## src/rtl/mem_bist_ctrl.sv

```systemverilog
// mem_bist_ctrl: fill / read-back / compare sequencer for a write-every-cycle
// block RAM with a one-cycle registered read. Idle writes are parked on a
// reserved scratch word because the RAM has no write enable.
module mem_bist_ctrl #(
    parameter int unsigned WID_MEM   = 2,
    parameter int unsigned DEPTH_MEM = 32768,
    parameter int unsigned PARK_ADDR = DEPTH_MEM - 1,
    parameter int unsigned ERR_W     = 16
) (
    input  logic               clk,
    input  logic               reset,
    input  logic               start,
    input  logic               fill_en,
    input  logic [WID_MEM-1:0] seed,
    output logic [31:0]        mem_raddr,
    output logic [31:0]        mem_waddr,
    output logic [WID_MEM-1:0] mem_din,
    input  logic [WID_MEM-1:0] mem_dout,
    output logic               busy,
    output logic               done,
    output logic               pass,
    output logic [ERR_W-1:0]   err_count,
    output logic [31:0]        first_err_addr,
    output logic [WID_MEM-1:0] first_err_data
);

    typedef enum logic [2:0] {
        S_IDLE,
        S_FILL,
        S_READ,
        S_DRAIN,
        S_DONE
    } state_t;

    localparam logic [31:0] PARK = 32'(PARK_ADDR);
    localparam logic [31:0] LAST = 32'(DEPTH_MEM - 2);

    state_t             state_q, state_n;
    logic [31:0]        addr_q, addr_n;
    logic [WID_MEM-1:0] seed_q, seed_n;
    logic               accept;

    // read pipeline: address presented last cycle, compared against dout now
    logic               pv_q;
    logic [31:0]        paddr_q;
    logic               mismatch;

    logic [31:0]        raddr_n, waddr_n;
    logic [WID_MEM-1:0] din_n;
    logic               pass_n;
    logic [ERR_W-1:0]   err_n;
    logic [31:0]        fea_n;
    logic [WID_MEM-1:0] fed_n;

    function automatic logic [WID_MEM-1:0] pattern(input logic [WID_MEM-1:0] a,
                                                   input logic [WID_MEM-1:0] s);
        return a ^ s;
    endfunction

    // next-state, address counter and seed capture
    always_comb begin
        state_n = state_q;
        addr_n  = addr_q;
        seed_n  = seed_q;
        accept  = 1'b0;
        case (state_q)
            S_IDLE: begin
                if (start) begin
                    accept  = 1'b1;
                    seed_n  = seed;
                    addr_n  = '0;
                    state_n = fill_en ? S_FILL : S_READ;
                end
            end
            S_FILL: begin
                if (addr_q == LAST) begin
                    state_n = S_READ;
                    addr_n  = '0;
                end else begin
                    addr_n = addr_q + 32'd1;
                end
            end
            S_READ: begin
                if (addr_q == LAST) state_n = S_DRAIN;
                else                addr_n  = addr_q + 32'd1;
            end
            S_DRAIN: state_n = S_DONE;
            S_DONE:  state_n = S_IDLE;
            default: state_n = S_IDLE;
        endcase
    end

    // RAM port values for the coming cycle, derived from the coming state so
    // the registered ports line up with the state register
    always_comb begin
        raddr_n = PARK;
        waddr_n = PARK;
        din_n   = '0;
        if (state_n == S_FILL) begin
            waddr_n = addr_n;
            din_n   = pattern(addr_n[WID_MEM-1:0], seed_n);
        end else if (state_n == S_READ) begin
            raddr_n = addr_n;
        end
    end

    assign mismatch = pv_q && (mem_dout != pattern(paddr_q[WID_MEM-1:0], seed_q));

    // error accounting; pass includes the final compare made in DRAIN
    always_comb begin
        err_n  = err_count;
        fea_n  = first_err_addr;
        fed_n  = first_err_data;
        pass_n = pass;
        if (accept) begin
            err_n  = '0;
            fea_n  = '0;
            fed_n  = '0;
            pass_n = 1'b0;
        end else begin
            if (mismatch) begin
                if (err_count != '1) err_n = err_count + 1'b1;
                if (err_count == '0) begin
                    fea_n = paddr_q;
                    fed_n = mem_dout;
                end
            end
            if (state_q == S_DRAIN) pass_n = (err_n == '0);
        end
    end

    // all registered state and outputs
    always_ff @(posedge clk) begin
        if (reset) begin
            state_q        <= S_IDLE;
            addr_q         <= '0;
            seed_q         <= '0;
            pv_q           <= 1'b0;
            paddr_q        <= '0;
            mem_raddr      <= PARK;
            mem_waddr      <= PARK;
            mem_din        <= '0;
            pass           <= 1'b0;
            err_count      <= '0;
            first_err_addr <= '0;
            first_err_data <= '0;
        end else begin
            state_q        <= state_n;
            addr_q         <= addr_n;
            seed_q         <= seed_n;
            pv_q           <= (state_q == S_READ);
            paddr_q        <= addr_q;
            mem_raddr      <= raddr_n;
            mem_waddr      <= waddr_n;
            mem_din        <= din_n;
            pass           <= pass_n;
            err_count      <= err_n;
            first_err_addr <= fea_n;
            first_err_data <= fed_n;
        end
    end

    assign busy = (state_q == S_FILL) || (state_q == S_READ) || (state_q == S_DRAIN);
    assign done = (state_q == S_DONE);

endmodule

```

## config.mk

```make
export PLATFORM = sky130hd
export DESIGN_NAME = mem_bist_ctrl
export DESIGN_NICKNAME = d
export VERILOG_FILES = /design/src/rtl/mem_bist_ctrl.sv
export SDC_FILE = /design/constraint.sdc
export NUM_CORES = 1
export LEC_CHECK = 0
export CORE_MARGIN = 5
export CORE_UTILIZATION = 50
export DETAILED_ROUTE_END_ITERATION = 6
export PLACE_DENSITY = 0.76
export SYNTH_ARGS = -nofsm -noshare
export SYNTH_HDL_FRONTEND = slang
export SYNTH_SLANG_ARGS = --single-unit
```

## constraint.sdc

```tcl
create_clock -name clk -period 6.6 [get_ports clk]
set_input_delay 0.66 -clock clk [delete_from_list [all_inputs] [get_ports clk]]
set_output_delay 0.66 -clock clk [all_outputs]
set_load 0.01 [all_outputs]
```

== Yosys cells after proc, flatten, opt, wreduce, memory -nomap -nowiden ==
Index checks and enable logic that the tools add are counted.

* $add $sub $neg: 2
* Eq/ne operators: 9
* Mux-type cells: 16
* Bitwise gates (word level): 4
* Reductions and logical operators: 10

{| class="wikitable"
|+ Operator list
! operator !! number
|-
| two-way mux 32 bit || 3
|-
| case mux 32 bit (3 select lines) || 1
|-
| two-way mux 16 bit || 3
|-
| adder 32 x 1 -> 32 bit, second input constant || 1
|-
| equality test 32 x 15 -> 1 bit, second input constant || 1
|-
| zero test 16 bit || 2
|-
| adder 16 x 1 -> 16 bit, second input constant || 1
|-
| inequality test 16 bit, second input constant || 1
|-
| case mux 3 bit (4 select lines) || 1
|-
| equality test 3 x 2 -> 1 bit, second input constant || 3
|-
| two-way mux 3 bit || 3
|-
| equality test 3 x 1 -> 1 bit, second input constant || 2
|-
| two-way mux 2 bit || 3
|-
| OR reduction 2 bit || 2
|-
| bitwise XOR 2 bit || 2
|-
| equality test 3 bit, second input constant || 1
|-
| zero test 3 bit || 1
|-
| OR reduction 3 bit || 1
|-
| logical OR 1 bit || 2
|-
| two-way mux 1 bit || 2
|-
| inequality test 2 bit || 1
|-
| NOT 1 bit || 2
|-
| AND reduction 2 bit || 1
|-
| logical AND 1 bit || 1
|}

* Flip-flop bits (word level): 187
* Logic and storage cells: 53

== Depth between registers and ports, before layout ==
* Word-level depth: 6
* Mapped depth: 12
* Gate-level depth less buffers: 12

== Worst setup path after synthesis ==
Ideal clock, no wire load.

* Kind: input -> register
* Start: in mem_dout[1]
* End: reg first_err_addr[1]
* Arrival time: 2.245 ns
* Data required time: 6.472 ns
* Setup slack: 4.227 ns
* Stages: 7
* Buffers on the path: 2
* Cells stage by stage: xor3_1 o21ai_0 clkbuf_1 nor2_1 buf_2 mux2i_1 nor2_1

* Cells in the longest elaborated chain, start to end: 3

{| class="wikitable"
|+ Ends and longest elaborated chain
! what !! line !! text
|-
| start, declared || 18 || <nowiki>input logic [WID_MEM-1:0] mem_dout,</nowiki>
|-
| inequality test 2 bit || 107 || <nowiki>assign mismatch = pv_q && (mem_dout != pattern(paddr_q[WID_MEM-1:0], seed_q));</nowiki>
|-
| logical AND 1 bit || 107 ||
|-
| AND reduction 2 bit (no source line) || n/a ||
|-
| end signal, assigned || 158 || <nowiki>first_err_addr <= fea_n;</nowiki>
|-
| end, declared || 23 || <nowiki>output logic [31:0] first_err_addr,</nowiki>
|}

Every way passes these cells.
A chain may end at the register's enable or synchronous reset.

== Worst setup path in the final report ==
* Start: reg addr_q[0]
* End: reg mem_din[1]

* Cells in the longest elaborated chain, start to end: 6

{| class="wikitable"
|+ Ends and longest elaborated chain
! what !! line !! text
|-
| start, declared || 39 || <nowiki>logic [31:0] addr_q, addr_n;</nowiki>
|-
| start signal, assigned || 149 || <nowiki>addr_q <= addr_n;</nowiki>
|-
| branches (longest 6 deep; another with adder 32 x 1 -> 32 bit) || n/a ||
|-
| end signal, assigned || 155 || <nowiki>mem_din <= din_n;</nowiki>
|-
| end, declared || 17 || <nowiki>output logic [WID_MEM-1:0] mem_din,</nowiki>
|}

Parallel ways; which one is timed is not known.

==> results.yml <==
timing:
  finalSetupTns_ns: 0
  rsz0062_at_grt: "no"
  fin_crit_ns: 3.24
  hold_violations: 0
  worst_slew_pin_slew_ns: 1.16
  maxSlewViolCount: 0
  fmaxAchievable_mhz: 309
  finalClockSkew_ns: 0.00900
  setup_viol: 0
  period_share: 0.491
  maxSlewHeadroom: 0.222
logic_synthesis:
  ys_types: 56
  synth_fp_nets: 787
  netlist_area_sq_mm: 0.00719
  ys_ff_latch: 187
  async_flop_share: 0
  netlist_instances: 774
  ys.flop_type: "dfxtp_1"
  synth_edf_count: 0
  syn_area_per_cell_sq_um: 9.30
  seq_area_frac_synth: 0.520
  yosysWarnings: 0
status:
  status: "finished, final reports clean"
setup_path:
  cp_max_fo: 11
  critPathRequiredTime_ns: 6.89
  startpoint: "addr_q[0]"
  endpoint_kind: "flop"
  timing.rr.start: "addr_q[0]"
  worstSetupStartpointType: "flop"
  cp.arrival_ns: 3.53
  reg2reg_depth: 9
  crit_type: "reg -> reg"
finish:
  diodes: 0
  layout-area-overhead-vs-synth_pct: 26.3
  drive_gt1_frac: 0.0706
  finalNetCount: 892
  instances_no_fill: 1072
  final_design_area_no_fill_sq_mm: 0.00909
die:
  die_h_microns: 130
  initial_utilization: 0.514
  die_x_microns: 130
  io_pins: 127
  dieArea_sq_mm: 0.0169
  core_sq_mm: 0.0140
  fp-row-count: 43
placed_design:
  numPortBuffers: 126
  gp_congestion: 0.876
  dpl.cell_count: 1040
  hpwlAfterDp_microns: 13100
  placed_cell_area_sq_mm: 0.00853
pwr:
  p_clk_frac: 0.417
  switching_share: 0.241
  power.leakage_nw: 3.18
  p_seq_frac: 0.504
  pwr_density_cell_mw_per_mm2: 253
  ir_worst_vdd_uv: 184
  power.switching_w: 0.000554
  intPower_w: 0.00175
  power_frac_comb: 0.079
routing:
  drt_iter0_drc: 440
  drtPass1Iterations: 5
  ant_nets: 0
  drt-vias-per-instance: 5.63
  drc: 0
  wl_per_cell_microns: 17.3
  totalWireLength_microns: 18600
  vias: 6031
cts:
  clock_latency_ns: 0.42
  tritoncts: "built"
  cts-htree-levels: 4
  cts_resized: 0
  path_clk_slew_ns: 0.06
  cts-buffers-inserted: 17
  postCtsHoldBufs: 0
  clock-root-buffer: "clkbuf_16"
  cts_sinks: 187
  cts_setup_buffers: 0
  clk_path_buf_depth: 2
global_routing:
  grt_overflow_total: 0
  grt_pass1_wl_microns: 30000
  antenna_found_initial: 0
  grt_pass1_vias: 5992
  grt_use_total: 0.224
  grt_max_degree: 74
hold_path:
  hold_class: "reg -> reg"
  worstHoldStart: "paddr_q[22]"
  holdPathStages: 2
flow_run:
  drv_cap: 0
-- registers in the layout, indices dropped and copies added, names as in the netlist --
| register | count |
|---|---|
| seed_q | 2 |
| mem_din | 2 |
| first_err_data | 2 |
| mem_waddr | 32 |
| addr_q | 32 |
| pv_q | 1 |
| paddr_q | 32 |
| first_err_addr | 32 |
| mem_raddr | 32 |
| state_q | 3 |
| err_count | 16 |
| pass | 1 |
-- placed cells by master (no fill, tap or decap), types with 6 or more instances in the layout --
cell type and count:
nand2b_1 8, nand2_1 58, or2_2 9, clkbuf_16 17, a31oi_1 9, clkdlybuf4s50_1 125
and3_1 11, nor2b_1 34, nor2_1 132, dfxtp_1 187, nand3_1 29, xnor2_1 11
o21ai_0 24, a21oi_1 30, and2_1 8, clkinv_2 6, nor3_1 24, nand4_1 11
mux2i_1 43, inv_1 9, or3_1 7, xor2_1 7, o21a_1 8, and4_1 8
-- stage by stage --
stage	power (W)	hold WS (ns)	setup slack, ns	utilization
global route	0.00238	0.492	3.20	0.650
floorplan	0.00129	0.440	4.23	-
CTS	0.00231	0.476	3.41	0.650
finish	0.00230	0.471	3.36	0.650
detailed placement	0.00137	0.458	3.40	0.610
global placement	0.00136	0.445	3.37	0.610
-- Yosys cell counts (2+ instances only) --
master | instances | share of area
dfxtp_1 | 187 | 0.52
nor2_1 | 133 | 0.069
nand2_1 | 58 | 0.030
mux2i_1 | 43 | 0.060
nor2b_1 | 34 | 0.030
clkbuf_1 | 33 | 0.017
a21oi_1 | 30 | 0.021
nand3_1 | 29 | 0.020
nor3_1 | 24 | 0.017
o21ai_0 | 24 | 0.017
and3_1 | 11 | 0.0096
nand4_1 | 11 | 0.0096
xnor2_1 | 11 | 0.013
a31oi_1 | 9 | 0.0078
buf_2 | 9 | 0.0063
inv_1 | 9 | 0.0047
or2_2 | 9 | 0.0078
and2_1 | 8 | 0.0070
and4_1 | 8 | 0.0097
nand2b_1 | 8 | 0.0070
o21a_1 | 8 | 0.0083
or3_1 | 7 | 0.0061
xor2_1 | 7 | 0.0085
a22oi_1 | 5 | 0.0052
ha_1 | 5 | 0.0087
nor4_1 | 5 | 0.0043
a21o_1 | 4 | 0.0042
o31ai_1 | 4 | 0.0042
nor4_2 | 3 | 0.0052
nor4_4 | 3 | 0.0089
o21ai_1 | 3 | 0.0021
o31a_1 | 3 | 0.0037
a311oi_1 | 2 | 0.0024
o2111ai_1 | 2 | 0.0024
o41a_1 | 2 | 0.0031
or4_1 | 2 | 0.0021
xor3_1 | 2 | 0.0066
-- power by group through the flow --
| stage | Clock (W) | Combinational [W] | Sequential [W] |
|---|---|---|---|
| finish | 0.000960 | 0.000182 | 0.00116 |
| global route | 0.00102 | 0.000196 | 0.00116 |
| CTS | 0.000972 | 0.000181 | 0.00116 |
| detailed placement | 0 | 0.000180 | 0.00119 |
| global placement | 0 | 0.000175 | 0.00119 |
| floorplan | 0 | 0.000102 | 0.00119 |
-- kinds of logic (layout without fill, tap and decap cells) --
kind of cell               Yosys count  after routing  synth area share
and+or+nand+nor                    361            361             0.259
DFF                                187            187             0.520
AOI/OAI and AO/OA                  104            104            0.0920
buffers and inverters               54            172            0.0315
muxes                               43             43            0.0598
xor gates and xnor gates            20             20            0.0285
adders and majority gates            5              5           0.00870
-- final cells by class --
| class | count | area [sq um] |
|---|---|---|
| multi-input cells | 533 | 3230 |
| well taps | 180 | 225 |
| flip-flops and latches | 187 | 3740 |
| clock inverters | 14 | 119 |
| fillers | 1188 | 4900 |
| inverters | 9 | 33.8 |
| clock buffers | 18 | 439 |
| repair buffers | 131 | 1290 |
-- worst paths after layout --
check	slack, ns	to
hold / removal	0.47	first_err_addr[22]
setup / recovery	3.36	mem_din[1]
setup reg to reg	3.36	mem_din[1]
hold reg to reg	0.47	first_err_addr[22]
-- worst max-delay path, stage by stage (launching register included) --
cell     delay [ns]
dfxtp_1        0.36
inv_1          0.13
ha_1           0.17
nor4b_4        0.25
nand4_4        0.20
or3_1          0.61
o21ai_1        0.82
a21oi_1        0.30
xnor2_1        0.22
nor2_1         0.05
-- per-layer routing --
metal  routed length, microns  global-route usage  share of wire
met3                     1200              0.0553          0.064
met4                      540              0.0996          0.029
met1                     8010               0.288           0.43
met5                        0                   0              0
met2                     8830               0.359           0.48
(Power assumes the default switching activity.)
